File: config.mk
export PLATFORM = sky130hd
export DESIGN_NAME = debounce_sync
export DESIGN_NICKNAME = d
export VERILOG_FILES = /design/src/rtl/dbnc_pkg.sv /design/src/rtl/debounce_sync_chain.sv /design/src/rtl/debounce_sync.sv
export SDC_FILE = /design/constraint.sdc
export NUM_CORES = 1
export LEC_CHECK = 0
export CORE_UTILIZATION = 30
export DETAILED_ROUTE_END_ITERATION = 7
export GPL_ROUTABILITY_DRIVEN = 0
export GPL_TIMING_DRIVEN = 0
export PLACE_DENSITY = 0.62
export SLEW_MARGIN = 20
export SYNTH_ARGS = -nofsm -noshare
export SYNTH_HDL_FRONTEND = slang
export SYNTH_SLANG_ARGS = --single-unit
File: constraint.sdc
create_clock -name clock -period 3.1 [get_ports clock]
set_clock_uncertainty 0.1 [all_clocks]
set_input_delay 0.62 -clock clock [delete_from_list [all_inputs] [get_ports clock]]
set_output_delay 0.62 -clock clock [all_outputs]
set_load 0.005 [all_outputs]
File: src/rtl/dbnc_pkg.sv
// Shared definitions for the debounce/synchronizer block: FSM state encoding
// and the counter-width helper.
package dbnc_pkg;

   typedef enum logic [1:0] {
      STABLE_LO = 2'd0,
      PEND_HI   = 2'd1,
      STABLE_HI = 2'd2,
      PEND_LO   = 2'd3
   } dbnc_state_e;

   // Bits needed to hold values 0..value-1; never less than one bit.
   function automatic int clog2_f(input int value);
      int r;
      int v;
      r = 0;
      v = value - 1;
      while (v > 0) begin
         r++;
         v = v >> 1;
      end
      return (r < 1) ? 1 : r;
   endfunction

endpackage

File: src/rtl/debounce_sync_chain.sv
// N-flop single-bit synchronizer; every flop resets asynchronously to RESET_VAL.
module sync_chain #(
   parameter int   N         = 2,
   parameter logic RESET_VAL = 1'b0
) (
   input  logic clock,
   input  logic reset_n,
   input  logic d_i,
   output logic q_o
);

   logic [N-1:0] sync_q;

   always_ff @(posedge clock or negedge reset_n) begin
      if (!reset_n) begin
         sync_q <= {N{RESET_VAL}};
      end else begin
         sync_q <= {sync_q[N-2:0], d_i};
      end
   end

   assign q_o = sync_q[N-1];

endmodule

File: src/rtl/debounce_sync.sv
// Synchronizes a raw asynchronous input, then commits a new level only after it
// has been seen DEBOUNCE_CYCLES consecutive edges; emits one-cycle edge pulses.
//
// state     | meaning
// STABLE_LO | q_out = 0, synchronized input agrees
// PEND_HI   | input seen high, counting towards a rise commit
// STABLE_HI | q_out = 1, synchronized input agrees
// PEND_LO   | input seen low, counting towards a fall commit
module debounce_sync
   import dbnc_pkg::*;
#(
   parameter int   SYNC_STAGES     = 2,
   parameter int   DEBOUNCE_CYCLES = 4,
   parameter logic RESET_VAL       = 1'b0
) (
   input  logic clock,
   input  logic reset_n,
   input  logic d_in,
   output logic q_out,
   output logic rise_pulse,
   output logic fall_pulse,
   output logic busy
);

   localparam int                CNT_W    = clog2_f(DEBOUNCE_CYCLES + 1);
   localparam logic [CNT_W-1:0]  CNT_LAST = CNT_W'(DEBOUNCE_CYCLES - 1);
   localparam logic [CNT_W-1:0]  CNT_ONE  = CNT_W'(1);
   localparam dbnc_state_e       HOME     = RESET_VAL ? STABLE_HI : STABLE_LO;

   logic             s;
   dbnc_state_e      state_q, state_d;
   logic [CNT_W-1:0] cnt_q, cnt_d;
   logic             q_out_q, q_out_d;
   logic             rise_q, rise_d;
   logic             fall_q, fall_d;

   sync_chain #(
      .N         (SYNC_STAGES),
      .RESET_VAL (RESET_VAL)
   ) u_sync (
      .clock   (clock),
      .reset_n (reset_n),
      .d_i     (d_in),
      .q_o     (s)
   );

   always_ff @(posedge clock or negedge reset_n) begin
      if (!reset_n) begin
         state_q <= HOME;
         cnt_q   <= '0;
         q_out_q <= RESET_VAL;
         rise_q  <= 1'b0;
         fall_q  <= 1'b0;
      end else begin
         state_q <= state_d;
         cnt_q   <= cnt_d;
         q_out_q <= q_out_d;
         rise_q  <= rise_d;
         fall_q  <= fall_d;
      end
   end

   // The edge that leaves a STABLE state already counts as the first sample.
   always_comb begin
      state_d = state_q;
      cnt_d   = cnt_q;
      q_out_d = q_out_q;
      rise_d  = 1'b0;
      fall_d  = 1'b0;
      unique case (state_q)
         STABLE_LO: begin
            if (s) begin
               if (DEBOUNCE_CYCLES == 1) begin
                  state_d = STABLE_HI;
                  q_out_d = 1'b1;
                  rise_d  = 1'b1;
               end else begin
                  state_d = PEND_HI;
                  cnt_d   = CNT_ONE;
               end
            end
         end
         PEND_HI: begin
            if (!s) begin
               state_d = STABLE_LO;
               cnt_d   = '0;
            end else if (cnt_q == CNT_LAST) begin
               state_d = STABLE_HI;
               q_out_d = 1'b1;
               rise_d  = 1'b1;
               cnt_d   = '0;
            end else begin
               cnt_d = cnt_q + 1'b1;
            end
         end
         STABLE_HI: begin
            if (!s) begin
               if (DEBOUNCE_CYCLES == 1) begin
                  state_d = STABLE_LO;
                  q_out_d = 1'b0;
                  fall_d  = 1'b1;
               end else begin
                  state_d = PEND_LO;
                  cnt_d   = CNT_ONE;
               end
            end
         end
         PEND_LO: begin
            if (s) begin
               state_d = STABLE_HI;
               cnt_d   = '0;
            end else if (cnt_q == CNT_LAST) begin
               state_d = STABLE_LO;
               q_out_d = 1'b0;
               fall_d  = 1'b1;
               cnt_d   = '0;
            end else begin
               cnt_d = cnt_q + 1'b1;
            end
         end
         default: begin
            state_d = HOME;
            cnt_d   = '0;
         end
      endcase
   end

   assign q_out      = q_out_q;
   assign rise_pulse = rise_q;
   assign fall_pulse = fall_q;
   assign busy       = (state_q == PEND_HI) || (state_q == PEND_LO);

endmodule

# == Word level (Yosys, flattened, before mapping) ==
# Cells that the tools add are included.
# op_classes
addsub,1
eq_ne,12
n_mux,23
reduce_logical,6
# ops
cell,n
$mux W3,5
$mux W2,6
$pmux W3 S4,1
$mux W1,9
$ne A2 B2 Y1 const B,4
$pmux W2 S4,1
$reduce_and A5 Y1,1
$eq A2 B2 Y1 const B,2
$ne A2 B1 Y1 const B,2
$reduce_and A4 Y1,1
$add A3 B1 Y3 const B,1
$eq A3 B2 Y1 const B,1
$ne A3 B2 Y1 const B,1
$ne A3 B3 Y1 const B,1
$eq A2 B1 Y1 const B,1
$logic_not A2 Y1,1
$pmux W1 S2,1
$reduce_and A2 Y1,1
$reduce_bool A2 Y1,1
$logic_or A1 B1 Y1,1
# word_totals
inputBits,3
reg_bits,10
word_cells,48
out_inout_bits,4

# == Depth between registers and ports, before layout ==
# depth
depth_word,4
depth_mapped,4
ltp_nobuf,4

# == Modules after synthesis ==
# From an unflattened synthesis, not the netlist that was laid out.
# unflattened
hier_cells,35
area_unflattened_um2,401.6
# modules_own_cells
module,n_inst,cells_each,area_per_inst_um2
debounce_sync,1,33,351.6
sync_chain,1,2,50.0

# == Least setup slack after synthesis ==
# No wires, ideal clock.
# synth_path
kind,register to output
start,register state_q[0]
end,output busy
path_buffers,1
stages_incl_launch_ff,2
required_ns,2.380
setup_slack_ns,1.862
arrival_time_ns,0.518
cell_sequence,dfrtp_1 clkbuf_1
# synth_via
elab_chain_len,2
# synth_lines
item,line,rtl
"start, declared",debounce_sync.sv:31,"dbnc_state_e state_q, state_d;"
"start signal, assigned",debounce_sync.sv:55,state_q <= state_d;
$eq A2 B1 Y1 / $eq A2 B2 Y1 (equally long branches),debounce_sync.sv:131,assign busy = (state_q == PEND_HI) || (state_q == PEND_LO);
$logic_or A1 B1 Y1 *,debounce_sync.sv:131,
"end, declared",debounce_sync.sv:22,output logic busy
# Mark *: on every way between the ends. The rest lies on a longest branch, timed or not.

# == Worst setup path in the final report ==
# Same ends and word-level chain as after synthesis.

==> impl_metrics.yaml <==
synth:
  synthDistinctLibCells: 16
  synthesis.area_um2: 399
  netlist_instances: 35
  synth_seq_cells: 10
  yosysTopAreaCell: "dfrtp_1"
  syn_nets: 39
  synth_top_cell_area_share_pct: 62.7
  synthTopCellsByArea: "dfrtp_1, nand2_1, o21ai_0"
  yosysWarnings: 0
  avgSynthCellArea_um2: 11.4
  ys_seq_area_share_pct: 62.7
detailed_routing:
  drtPass1Iterations: 4
  drt_iter0_drc: 7
  route.detailed.wl_per_inst_um: 9.98
  wirelength_um: 579
  route.detailed.drc: 0
  viasPerCell: 4.76
  num_vias: 276
  antenna_left: 0
finish:
  diodes: 0
  final_util_pct: 42.6
  nets: 50
  final_area_um2: 499
  areaGrowthSynthToFinish_pct: 25.1
  fill_cells: 112
  multi_input_area_um2: 145
  drive_gt1_share_pct: 6.82
  seq_area_um2: 250
clock_tree:
  cts_root_buf: "clkbuf_4"
  clk_pin_slew_ns: 0.06
  clk_path_buf_depth: 2
  clk_latency_ns: 0.26
  cts_tree: "done"
  cts-resized-gates: 0
  hold_buffers: 0
  numCtsBuffers: 3
  cts.sinks: 10
  post-cts-setup-buffers: 0
  htreeDepth: 1
timing:
  min_period_over_period_pct: 65.4
  maxSlewHeadroom_pct: 71.5
  fmax_mhz: 494
  finalSetupTns_ns: 0
  rsz0062_at_grt: "no"
  tightest_slew_ns: 0.426
  period_needed_ns: 2.03
  final-hold-violation-count: 0
  setup_viol: 0
  slew_viol_final: 0
setup_path:
  cp.required_ns: 2.38
  cp-start-kind: "flop"
  slowest_stage: "clkdlybuf4s50_1"
  rr_startpoint: "cnt_q[0]"
  worstSetupPathType: "flop to output port"
  critical_path.cell_chain: "clkbuf_1, clkdlybuf4s50_1"
  r2r_cells: 4
  cp.arrival_ns: 1.31
  regToRegEndpoint: "q_out"
  cp_max_fo: 8
  cpPeakStageDelay_ns: 0.49
  r2r_slack_ns: 1.81
  crit_path_end_kind: "output port"
floorplan:
  coreArea_um2: 1170
  pin_count: 7
  die_y_um: 38.5
  start_util_pct: 34.1
  die_w_um: 38.5
  rows: 12
  die-area_um2: 1480
grt:
  antenna_found_initial: 0
  grt_pass1_vias: 252
  overflow: 0
  grt_usage_pct: 10.6
  grt_pass1_wl_um: 979
  grt_max_degree: 11
status:
  outcome: "completed"
power_and_ir_drop:
  total_power_mw: 0.375
  leakagePower_nw: 0.222
  vdd_drop_max_mv: 0.393
  p_per_area_nw_per_um2: 750
flow_run:
  cap_violations: 0
min_path:
  hold_end: "u_sync.sync_q[1]"
  holdCritPathClass: "flop to flop"
  worstHoldStart: "u_sync.sync_q[0]"
  min_path_cells: 0
place:
  place_area_um2: 477
  dp_hpwl_um: 429
  numPortBuffers: 6
routing by layer:
layer  vias to the layer above  wire (um)  GRT usage, %
li1                        138          -             -
met1                       129        260          10.4
met2                         9        267          16.9
met3                         0         52          8.72
met4                         0          0          2.59
met5                         -          0             0
worst max-delay path by stage:
stage          startpoint  endpoint  cells after the start
2_1_floorplan  state_q[0]      busy                      1
3_3_place_gp   state_q[0]      busy                      2
3_5_place_dp   state_q[0]      busy                      2
4_1_cts        state_q[0]      busy                      2
5_1_grt        state_q[0]      busy                      2
6_report       state_q[0]      busy                      2
report_power, final:
part,switching [mW],internal [mW],leakage [nW]
combinational,0.0451,0.0586,0.0854
clock,0.0369,0.0444,0.0138
sequential,0.0322,0.157,0.123
total,0.114,0.260,0.222
state kept, by name, summed over array words and instances (netlist names), named ones only:
register,cells
u_sync.sync_q,2
rise_pulse,1
state_q,1
fall_pulse,1
q_out,1
cnt_q,3
cell type report:
class,instances,area share [%]
tap,14,3.51
timing repair buffer,6,12.0
clock buffer,3,4.51
sequential,10,50.1
buffer,1,0.752
multi-input combinational,24,29.1
worst max-delay path: cells and delay by family, from the launching register on:
family                 cells  cell delay (ns)
buffers and inverters      2             0.60
DFF                        1             0.45
cell usage in the layout (no fill, tap or decap):
cell type,instances
o21bai_1,1
o21a_1,2
and3b_1,1
a21oi_1,1
nor2b_1,1
xnor2_1,1
ha_1,1
clkdlybuf4s50_1,6
dfrtp_1,10
nor3b_1,2
clkbuf_1,1
nand2_1,5
o21ai_0,3
xor2_1,1
nor3_1,1
nor2_1,3
nand3b_1,1
clkbuf_4,3
per-stage QoR:
step                cells  setup slack, ns  hold slack (ns)
global route           58             1.01            0.264
CTS                    58             1.07            0.260
detailed placement     55             1.36            0.248
global placement       55             1.36            0.240
finish                 58             1.07            0.255
floorplan              35             1.86            0.224
cells by family (layout without fill, tap and decap cells):
kind of cell / after synthesis / count (layout) / share of synthesized area [%]
AO/OA/AOI/OAI: 7 / 7 / 10.7
XOR/XNOR: 2 / 2 / 4.39
adder cells (fa/ha/maj): 1 / 1 / 3.13
buffers and inverters: 1 / 10 / 0.940
flip-flops: 10 / 10 / 62.7
AND/OR/NAND/NOR: 14 / 14 / 18.2
cells in the mapped netlist:
cell type and number:
xnor2_1 1, nor3_1 1, nand2_1 5, and3b_1 1, dfrtp_1 10, nor2b_1 1, nor3b_1 2, a21oi_1 1
o21bai_1 1, ha_1 1, nand3b_1 1, xor2_1 1, nor2_1 3, o21ai_0 3, clkbuf_1 1, o21a_1 2
(Power assumes the default switching activity.)
